File: config.mk
export PLATFORM = sky130hd
export DESIGN_NAME = traffic_light_fsm_flat
export DESIGN_NICKNAME = d
export VERILOG_FILES = /design/src/rtl/traffic_light_fsm_if.sv /design/src/rtl/traffic_light_fsm.sv /design/src/flat_wrapper.sv
export SDC_FILE = /design/constraint.sdc
export NUM_CORES = 1
export LEC_CHECK = 0
export ABC_CLOCK_PERIOD_IN_PS = 2200
export BUFFER_PORTS_ARGS = -buffer_cell sky130_fd_sc_hd__buf_4
export CAP_MARGIN = 40
export CORE_MARGIN = 3
export CORE_UTILIZATION = 47
export DETAILED_ROUTE_END_ITERATION = 16
export PLACE_DENSITY = 0.71
export SYNTH_ARGS = -nofsm -noshare
export SYNTH_HDL_FRONTEND = slang
export SYNTH_SLANG_ARGS = --single-unit
File: constraint.sdc
create_clock -name clk -period 2.2 [get_ports clk]
set_clock_uncertainty 0.2 [all_clocks]
set_input_delay 0.22 -clock clk [delete_from_list [all_inputs] [get_ports clk]]
set_output_delay 0.22 -clock clk [all_outputs]
set_load 0.1 [all_outputs]
File: src/rtl/traffic_light_fsm_if.sv
// traffic_light_fsm_if: groups the intersection controller's I/O.
//   clk_1s   : 1 Hz square wave, asynchronous to clk
//   ped_req  : debounced pedestrian button level, synchronous to clk
//   ns_light : north-south {R,Y,G}, one-hot
//   ew_light : east-west {R,Y,G}, one-hot
//   phase    : current state encoding
//   remain   : seconds left in current phase
//   tick_1s  : one-cycle pulse per observed clk_1s rising edge
//   ped_ack  : one-cycle pulse when a pending pedestrian request is serviced
// Modports: slave = controller, master = whoever drives clk_1s/ped_req.
interface traffic_light_if;
  logic       clk_1s;
  logic       ped_req;
  logic [2:0] ns_light;
  logic [2:0] ew_light;
  logic [2:0] phase;
  logic [7:0] remain;
  logic       tick_1s;
  logic       ped_ack;

  modport slave (
    input  clk_1s, ped_req,
    output ns_light, ew_light, phase, remain, tick_1s, ped_ack
  );

  modport master (
    output clk_1s, ped_req,
    input  ns_light, ew_light, phase, remain, tick_1s, ped_ack
  );
endinterface

File: src/rtl/traffic_light_fsm.sv
// traffic_light_fsm: two-way intersection controller.
// Synchronises the 1 Hz clk_1s into clk, turns each rising edge into a
// one-cycle tick, and steps a six-phase light sequence with a per-phase
// seconds countdown.
// Ports:
//   clk   : system clock
//   rst_n : asynchronous active-low reset
//   bus   : traffic_light_if.slave (clk_1s, ped_req in; lights, phase,
//           remain, tick_1s, ped_ack out)
// Optional feature: define TRAFFIC_PED_EN to enable the pedestrian request
// logic (a pending request shortens the current green to PED_MIN seconds).
// Without it ped_req is ignored and ped_ack is held 0.
module traffic_light_fsm #(
  parameter int GREEN_S  = 20,
  parameter int YELLOW_S = 3,
  parameter int ALLRED_S = 2,
  parameter int PED_MIN  = 5
) (
  input  logic            clk,
  input  logic            rst_n,
  traffic_light_if.slave  bus
);

  localparam logic [2:0] NS_G  = 3'd0;
  localparam logic [2:0] NS_Y  = 3'd1;
  localparam logic [2:0] RED_A = 3'd2;
  localparam logic [2:0] EW_G  = 3'd3;
  localparam logic [2:0] EW_Y  = 3'd4;
  localparam logic [2:0] RED_B = 3'd5;

  localparam logic [2:0] L_RED = 3'b100;
  localparam logic [2:0] L_YEL = 3'b010;
  localparam logic [2:0] L_GRN = 3'b001;

  localparam logic [7:0] GREEN_L  = 8'(GREEN_S);
  localparam logic [7:0] YELLOW_L = 8'(YELLOW_S);
  localparam logic [7:0] ALLRED_L = 8'(ALLRED_S);

  function automatic logic [7:0] dur(input logic [2:0] s);
    case (s)
      NS_Y, EW_Y:   dur = YELLOW_L;
      RED_A, RED_B: dur = ALLRED_L;
      default:      dur = GREEN_L;
    endcase
  endfunction

  function automatic logic [2:0] succ(input logic [2:0] s);
    case (s)
      NS_G:    succ = NS_Y;
      NS_Y:    succ = RED_A;
      RED_A:   succ = EW_G;
      EW_G:    succ = EW_Y;
      EW_Y:    succ = RED_B;
      default: succ = NS_G;
    endcase
  endfunction

  // ---------------------------------------------------------------- tick path
  logic       s1_q, s2_q, prev_q, armed_q;
  // vld_pipe_q marks when s1/s2 hold real samples rather than reset values;
  // without it a clk_1s held high through reset release would arm on the
  // reset-zero in s2 and fire a spurious tick.
  logic [1:0] vld_pipe_q;
  logic       tick;

  always_ff @(posedge clk or negedge rst_n) begin
    if (!rst_n) begin
      s1_q       <= 1'b0;
      s2_q       <= 1'b0;
      prev_q     <= 1'b0;
      armed_q    <= 1'b0;
      vld_pipe_q <= 2'b00;
    end else begin
      s1_q       <= bus.clk_1s;
      s2_q       <= s1_q;
      prev_q     <= s2_q;
      vld_pipe_q <= {vld_pipe_q[0], 1'b1};
      if (vld_pipe_q[1] && !s2_q) armed_q <= 1'b1;
    end
  end

  assign tick = s2_q & ~prev_q & armed_q;

  // ---------------------------------------------------------------- FSM
  logic [2:0] state_q, state_d;
  logic [7:0] remain_q, remain_d;
  logic [2:0] ns_q, ns_d, ew_q, ew_d;
  logic       ack_q, ack_d;
  logic       is_green;

  assign is_green = (state_q == NS_G) || (state_q == EW_G);

`ifdef TRAFFIC_PED_EN
  localparam logic [7:0] PED_THR = 8'(PED_MIN + 1);
  localparam logic [7:0] PED_L   = 8'(PED_MIN);
  logic pend_q, pend_clr, shorten;

  assign shorten = tick && is_green && pend_q && (remain_q > PED_THR);

  // A request arriving on the same clock as a clear keeps the flag set.
  always_ff @(posedge clk or negedge rst_n) begin
    if (!rst_n)            pend_q <= 1'b0;
    else if (bus.ped_req)  pend_q <= 1'b1;
    else if (pend_clr)     pend_q <= 1'b0;
  end
`else
  logic unused_ped_req;
  assign unused_ped_req = bus.ped_req;
`endif

  // State register (lights and ack are registered alongside so they change
  // on the same edge as phase/remain).
  always_ff @(posedge clk or negedge rst_n) begin
    if (!rst_n) begin
      state_q  <= NS_G;
      remain_q <= GREEN_L;
      ns_q     <= L_GRN;
      ew_q     <= L_RED;
      ack_q    <= 1'b0;
    end else begin
      state_q  <= state_d;
      remain_q <= remain_d;
      ns_q     <= ns_d;
      ew_q     <= ew_d;
      ack_q    <= ack_d;
    end
  end

  // Next-state logic
  always_comb begin
    state_d  = state_q;
    remain_d = remain_q;
    ack_d    = 1'b0;
`ifdef TRAFFIC_PED_EN
    pend_clr = 1'b0;
`endif
    if (state_q > RED_B) begin
      // Unreachable encodings recover without waiting for a tick.
      state_d  = NS_G;
      remain_d = GREEN_L;
`ifdef TRAFFIC_PED_EN
    end else if (shorten) begin
      remain_d = PED_L;
      pend_clr = 1'b1;
      ack_d    = 1'b1;
`endif
    end else if (tick) begin
      if (remain_q == 8'd1) begin
        state_d  = succ(state_q);
        remain_d = dur(succ(state_q));
`ifdef TRAFFIC_PED_EN
        // A request too late to shorten is serviced as the green ends.
        if (is_green && pend_q) begin
          pend_clr = 1'b1;
          ack_d    = 1'b1;
        end
`endif
      end else begin
        remain_d = remain_q - 8'd1;
      end
    end
  end

  // Output logic: lights decoded from the next state, then registered.
  always_comb begin
    ns_d = L_RED;
    ew_d = L_RED;
    case (state_d)
      NS_G:    ns_d = L_GRN;
      NS_Y:    ns_d = L_YEL;
      EW_G:    ew_d = L_GRN;
      EW_Y:    ew_d = L_YEL;
      default: ;
    endcase
  end

  assign bus.ns_light = ns_q;
  assign bus.ew_light = ew_q;
  assign bus.phase    = state_q;
  assign bus.remain   = remain_q;
  assign bus.tick_1s  = tick;
  assign bus.ped_ack  = ack_q;

endmodule

File: src/flat_wrapper.sv
// flat-port wrapper written by rule: the top's interface ports become plain ports
module traffic_light_fsm_flat 
#(
  parameter int GREEN_S  = 20,
  parameter int YELLOW_S = 3,
  parameter int ALLRED_S = 2,
  parameter int PED_MIN  = 5
)
  (clk, rst_n, bus_clk_1s, bus_ped_req, bus_ns_light, bus_ew_light, bus_phase, bus_remain, bus_tick_1s, bus_ped_ack);
  traffic_light_if bus_i ();
  input  logic clk;
  input  logic rst_n;
  input wire logic [$bits(bus_i.clk_1s)-1:0] bus_clk_1s;
  input wire logic [$bits(bus_i.ped_req)-1:0] bus_ped_req;
  output wire logic [$bits(bus_i.ns_light)-1:0] bus_ns_light;
  output wire logic [$bits(bus_i.ew_light)-1:0] bus_ew_light;
  output wire logic [$bits(bus_i.phase)-1:0] bus_phase;
  output wire logic [$bits(bus_i.remain)-1:0] bus_remain;
  output wire logic [$bits(bus_i.tick_1s)-1:0] bus_tick_1s;
  output wire logic [$bits(bus_i.ped_ack)-1:0] bus_ped_ack;
  assign bus_i.clk_1s = bus_clk_1s;
  assign bus_i.ped_req = bus_ped_req;
  assign bus_ns_light = bus_i.ns_light;
  assign bus_ew_light = bus_i.ew_light;
  assign bus_phase = bus_i.phase;
  assign bus_remain = bus_i.remain;
  assign bus_tick_1s = bus_i.tick_1s;
  assign bus_ped_ack = bus_i.ped_ack;
  traffic_light_fsm #(.GREEN_S(GREEN_S), .YELLOW_S(YELLOW_S), .ALLRED_S(ALLRED_S), .PED_MIN(PED_MIN)) u_core (.clk(clk), .rst_n(rst_n), .bus(bus_i));
endmodule
Word level (Yosys, flattened, before mapping)
Index checks and enable logic that the tools add are counted.

storage, ports and cells
  input port bits = 4
  word-level logic and storage cells = 46
  register bits = 23
  output and inout port bits = 19

operators by class
  $lt $le $gt $ge = 1
  mux-type cells = 13
  equality and inequality tests = 12
  reduce and logical (&&, ||, !) cells = 7
  add/subtract/negate cells = 1
  bitwise gates (word level) = 3

operators with widths
  cell                                                 number
  2-to-1 mux 8 bit                                     3
  2-to-1 mux 3 bit                                     6
  one-hot mux 3 bit (5 select lines)                   1
  equality test 3 x 2 -> 1 bit, second input constant  4
  equality test 3 bit, second input constant           4
  one-hot mux 3 bit (2 select lines)                   2
  one-hot mux 5 bit (2 select lines)                   1
  equality test 3 x 1 -> 1 bit, second input constant  3
  equality test 8 x 1 -> 1 bit, second input constant  1
  subtractor 8 x 1 -> 8 bit, second input constant     1
  zero test 3 bit                                      2
  OR reduction 2 bit                                   2
  > comparator 3 bit, second input constant            1
  bitwise AND 1 bit                                    2
  nonzero test 2 bit                                   1
  logical AND 1 bit                                    1
  zero test 1 bit                                      1
  inverter 1 bit                                       1

Longest topological paths before layout
Gate-level depths: netlist of the first run.

  depth in word-level cells = 11
  mapped depth = 6
  depth with buffers taken out = 6

Worst setup path before layout of the first run
No wires, ideal clock.

  path kind = reg-to-reg
  start point = register u_core.remain_q[1] (netlist: u_core.bus.remain[1])
  end point = register u_core.remain_q[5] (netlist: u_core.bus.remain[5])
  clock period less this slack = 2.536 ns
  arrival time = 2.258 ns
  stages on the path, launching flop included = 7
  path slack = -0.336 ns
  data required time = 1.923 ns
  path buffers = 0
  library setup time = 0.077 ns
  cells stage by stage = dfrtp_1 inv_1 ha_1 nor3b_2 and2_4 or4_1 a21oi_1

between the ends
  longest elaborated chain between the ends = 4
  elaborated cells between the ends (all ways) = 5
  those cells by class = add/sub (1); eq/ne (1); mux (3)

ends and longest elaborated chain
  element                                                                           line                                                text
  start, declared                                                                   traffic_light_fsm.sv:86                             logic [7:0] remain_q, remain_d;
  start signal, assigned                                                            traffic_light_fsm.sv:122                            remain_q <= remain_d;
  subtractor 8 x 1 -> 8 bit / equality test 8 x 1 -> 1 bit (equally long branches)  traffic_light_fsm.sv:159, traffic_light_fsm.sv:148
  2-to-1 mux 8 bit *                                                                traffic_light_fsm.sv:148                            if (remain_q == 8'd1) begin
  2-to-1 mux 8 bit *                                                                traffic_light_fsm.sv:147                            end else if (tick) begin
  2-to-1 mux 8 bit *                                                                traffic_light_fsm.sv:137                            if (state_q > RED_B) begin

Mark *: on every way between the ends. The rest lies on a longest branch, timed or not. The select of a mux whose other input is x is not followed.
A chain may end at the register's enable or synchronous reset.

Worst setup path after layout of the first run
  start point = register u_core.prev_q
  end point = output bus_tick_1s

between the ends
  longest elaborated chain between the ends = 3

ends and longest elaborated chain
  element                          line                     text
  start, declared                  traffic_light_fsm.sv:59  logic s1_q, s2_q, prev_q, armed_q;
  start signal, assigned           traffic_light_fsm.sv:76  prev_q <= s2_q;
  inverter 1 bit                   traffic_light_fsm.sv:82  assign tick = s2_q & ~prev_q & armed_q;
  bitwise AND 1 bit (2 in series)  traffic_light_fsm.sv:82
  end, declared                    flat_wrapper.sv:19       output wire logic [$bits(bus_i.tick_1s)-1:0] bus_tick_1s;

No other way between the ends.

==> results.yml, run 1 <==
route:
  drt_iter0_drc: 16
  post_drt_wl_per_cell_um: 12.7
  wirelength_um: 1910
  dr.pass1.iters: 4
  vias: 809
  drc: 0
  ant_nets: 0
  viasPerCell: 5.36
finish:
  diodes: 0
  final_util: 0.625
  finish.net_count: 131
  layout_commonest_cell: "buf_4"
  layout_common_cells: "21 x buf_4, 15 x dfrtp_1, 8 x nand2_1"
  fillers: 192
  multi_input_area_um2: 459
  area_delta_synth_final_pct: 19.5
  drive_gt1_frac: 0.315
  area.sequential_um2: 586
  final_area_mm2: 0.00130
yosys:
  ys_warn_count: 0
  netlist_area_mm2: 0.00109
  syn-num-nets: 108
  netlist_instances: 102
  synth_area_per_cell_um2: 10.7
  synth_top_area_share: 0.437
  yosysSeqAreaShare: 0.533
  ys_ff_latch: 23
  synth_area_leaders: "dfrtp_1 44%, dfstp_2 9.7%, nand2_1 2.8%"
  yosys.cell_types.count: 41
  yosysTopAreaCell: "dfrtp_1"
setup_path:
  r2r_setup_slack_ns: 0.26
  crit_start: "u_core.prev_q"
  timing.rr.start: "u_core.bus.remain[1]"
  r2r-end: "u_core.bus.ew_light[2]"
  cp.arrival_ns: 1.61
  crit_path_start_kind: "flop"
  critPathRequiredTime_ns: 1.78
  critPathCapture: "bus_tick_1s"
  crit_type: "flop to output pin"
  crit_fanout: 11
  end_kind: "output pin"
  r2r_cells: 6
timing:
  setup_viol: 0
  hold_violations: 0
  hold_slack_ns: 0.128
  fin_crit_ns: 2.03
  fin_crit_sh: 0.923
  rsz0062_at_grt: "no"
  maxSlewViolCount: 0
  fmaxAchievable_ghz: 0.492
floorplan:
  die_y_um: 54.1
  die_w_um: 54.1
  core_mm2: 0.00208
  start_util: 0.523
  core.rowCount: 16
  io_pins: 23
  die-area_mm2: 0.00293
cts:
  cts_tree: "yes"
  cts_resized: 0
  cts-root-buf: "clkbuf_4"
  cts_sinks: 23
  numCtsBuffers: 3
  clk_pin_slew_ns: 0.12
  cts-htree-levels: 1
  cts.path.max_buffers: 2
  clock_latency_ns: 0.30
global_route:
  antenna_found_initial: 0
  track_usage: 0.154
  grt_pass1_vias: 710
  grt_pass1_wl_um: 3190
  grt_overflow: 0
  grt_start_max_net_pins: 24
placement:
  hpwl_um: 1400
  place_congestion: 0.865
  placed_area_mm2: 0.00125
  io_buffers: 20
hold_path:
  hold_class: "input port to async pin"
job:
  max_cap_viol_count: 0
outcome:
  status: "finished, final reports clean"
==> worst max-delay path: stages, from the launching register on <==
cell and delay (ns):
dfrtp_1 0.37, nand3b_1 0.27, inv_1 0.31, buf_4 0.35
==> per-stage QoR <==
step | worst slack [ns] | setup TNS (ns) | std cells
after detailed placement | 0.252 | 0 | 145
after global placement | 0.254 | 0 | 145
after floorplan | -0.0312 | -0.0312 | 102
after global routing | 0.0207 | 0 | 151
final | 0.169 | 0 | 151
after CTS | 0.166 | 0 | 151
==> kinds of logic after synthesis <==
kind of cell / synth area share
adders and majority gates: 0.0230
other: 0.00690
muxes: 0.0287
and+or+nand+nor: 0.214
DFF: 0.533
buffers and inverters: 0.0448
xor gates and xnor gates: 0.0322
AOI/OAI and AO/OA: 0.117
==> synth_stat cells (all sizes together) <==
cell type  number
nand2b          2
nand3           3
buf             5
nor2            7
dfrtp          19
a21o            1
dfstp           4
a211o           1
a311oi          2
xor2            2
or3             2
o31ai           1
conb            2
mux2i           2
nor3            3
nor2b           2
o2111ai         1
a211oi          2
nor3b           1
and2            4
nand4           1
or4             1
o22ai           2
mux2            1
a22oi           1
inv             5
nand2           8
a21oi           4
o21ai           3
ha              2
o21a            1
xnor2           2
nor4            2
or2             2
nand3b          1
==> layer usage <==
| layer | share of wire | track usage | routed length (µm) |
|---|---|---|---|
| met2 | 0.48 | 0.239 | 923 |
| met5 | 0 | 0 | 0 |
| met3 | 0.049 | 0.0360 | 93 |
| met4 | 0.0068 | 0.0622 | 13 |
| met1 | 0.46 | 0.206 | 883 |
==> registers in the layout, indices dropped and copies added (netlist names) <==
name	cells
u_core.armed_q	1
u_core.s1_q	1
u_core.bus.ns_light	3
u_core.bus.ew_light	3
u_core.bus.remain	8
u_core.bus.phase	3
u_core.s2_q	1
u_core.prev_q	1
u_core.vld_pipe_q	2
==> worst min-delay path by stage <==
stage                      endpoint  startpoint  cells past startpoint  slack [ns]
5_1_grt        u_core.bus.remain[1]       rst_n                      2        0.13
2_1_floorplan        u_core.armed_q       rst_n                      0       -0.28
4_1_cts        u_core.bus.remain[6]       rst_n                      2        0.14
3_3_place_gp   u_core.bus.remain[7]       rst_n                      1       -0.08
3_5_place_dp   u_core.bus.remain[1]       rst_n                      1       -0.07
6_report       u_core.bus.remain[1]       rst_n                      2        0.13
==> repair_timing <==
action | in CTS | in global routing
hold buffers | 2 | 0
setup buffers | 0 | 0
endpoints found under the setup margin | 0 | 0
endpoints found under the hold margin | 24 | 0
==> layout make-up <==
type,count,share of cell area
Sequential cell,23,0.450
Multi-Input combinational cell,69,0.353
Inverter,5,0.0144
Tap cell,27,0.0260
Timing Repair Buffer,23,0.137
Clock buffer,4,0.0202
Power of run 1 is not shown: default switching activity piles up to over one toggle a cycle in this logic, so the estimate is an artifact.
==> run 2: changes to the inputs <==
Settings changed: CTS_BUF_LIST set to sky130_fd_sc_hd__clkbuf_8, SLEW_MARGIN set to 10.
==> run 2 against run 1 <==
Register-to-register slack about the same. Via count up 0.49%. Routed wire length about the same. Clock-buffer cell count down 1. Non-clock buffer count unchanged. Sequential share of layout area down 0.64 points. Die area unchanged. Sequential cell count unchanged. First-iteration DRC count down 31%. Worst setup slack better by 0.069 ns. Core utilization up 0.90 points. Largest cell class unchanged.
==> results.yml, run 2 (same netlist as run 1, synthesis figures left out) <==
outcome:
  status: "finished, final reports clean"
cts:
  cts_tree: "yes"
  cts-root-buf: "clkbuf_8"
  holdBufCountCts: 2
  clk_pin_slew_ns: 0.07
  cts-htree-levels: 1
  cts_resized: 0
  numCtsBuffers: 3
  postCtsSetupBuffers: 0
  cts.path.max_buffers: 2
  clock_latency_ns: 0.26
  cts_sinks: 23
hold_path:
  hold_class: "flop to flop"
  min_to: "u_core.vld_pipe_q[1]"
  min_from: "u_core.vld_pipe_q[0]"
  hold_path_depth: 0
route:
  drt_iter0_drc: 11
  vias: 813
  drc: 0
  post_drt_wl_per_cell_um: 12.7
  dr.pass1.iters: 4
  viasPerCell: 5.38
  ant_nets: 0
  wirelength_um: 1920
finish:
  area_delta_synth_final_pct: 21.3
  diodes: 0
  largest_reg_flops: 8
  layout_common_cells: "21 x buf_4, 15 x dfrtp_1, 8 x nand2_1"
  finish.net_count: 131
  layout_commonest_cell: "buf_4"
  drive_gt1_frac: 0.315
timing:
  fin_crit_sh: 0.892
  fin_crit_ns: 1.96
  hold_violations: 0
  maxSlewViolCount: 0
  setup_viol: 0
  rsz0062_at_grt: "no"
  fmaxAchievable_ghz: 0.510
  hold_slack_ns: 0.156
global_route:
  use_met3: 0.0360
  gr-usage-met1: 0.202
  grt_overflow: 0
  grt_pass1_wl_um: 3170
  grt-busiest-layer: "met2"
  track_usage: 0.153
  grt_pass1_vias: 712
  use_met2: 0.235
  grt_start_max_net_pins: 24
  antenna_found_initial: 0
floorplan:
  start_util: 0.523
  die-area_mm2: 0.00293
  core.rowCount: 16
  die_w_um: 54.1
  core_mm2: 0.00208
  die_y_um: 54.1
  io_pins: 23
job:
  max_cap_viol_count: 0
setup_path:
  critPathRequiredTime_ns: 1.78
  timing.rr.start: "u_core.bus.remain[1]"
  r2r-end: "u_core.bus.ew_light[2]"
  crit_type: "flop to output pin"
  cp.arrival_ns: 1.54
  r2r_setup_slack_ns: 0.25
  crit_path_start_kind: "flop"
  crit_fanout: 11
  end_kind: "output pin"
  r2r_cells: 6
placement:
  hpwl_um: 1400
  place_congestion: 0.865
  io_buffers: 20
==> run 2: worst max-delay path, cell delays in order (launching register included) <==
cell,delay [ns]
dfrtp_1,0.35
nand3b_1,0.26
inv_1,0.31
buf_4,0.35
==> run 2: through the flow <==
stage / setup TNS [ns] / utilization / instances / worst slack (ns) / area, µm²
global route: 0 / 0.634 / 151 / 0.0629 / 1320
detailed placement: 0 / 0.603 / 145 / 0.252 / 1250
CTS: 0 / 0.634 / 151 / 0.238 / 1320
global placement: 0 / 0.603 / 145 / 0.254 / 1250
finish: 0 / 0.634 / 151 / 0.238 / 1320
floorplan: -0.0312 / - / 102 / -0.0312 / 1090
==> run 2: layout make-up <==
cell class / count / area [µm²]
sequential: 23 / 586
inverter: 5 / 18.8
clock buffer: 3 / 41.3
tap: 27 / 33.8
fill: 186 / 762
clock inverter: 1 / 3.75
multi-input combinational: 69 / 459
timing repair buffer: 23 / 178
==> run 2: layer usage <==
layer,up-vias,part of all wire
li1,393,-
met1,393,0.46
met2,23,0.47
met3,4,0.055
met4,0,0.011
met5,-,0
==> run 2: worst max-delay path by stage <==
| stage | start | end | cells past startpoint |
|---|---|---|---|
| CTS | u_core.prev_q | bus_tick_1s | 3 |
| finish | u_core.prev_q | bus_tick_1s | 3 |
| global placement | u_core.bus.remain[1] | u_core.bus.ew_light[2] | 6 |
| detailed placement | u_core.bus.remain[1] | u_core.bus.ns_light[2] | 6 |
| global route | u_core.bus.remain[1] | u_core.bus.ew_light[2] | 6 |
| floorplan | u_core.bus.remain[1] | u_core.bus.remain[5] | 6 |
Power of run 2 is left out for the same reason.
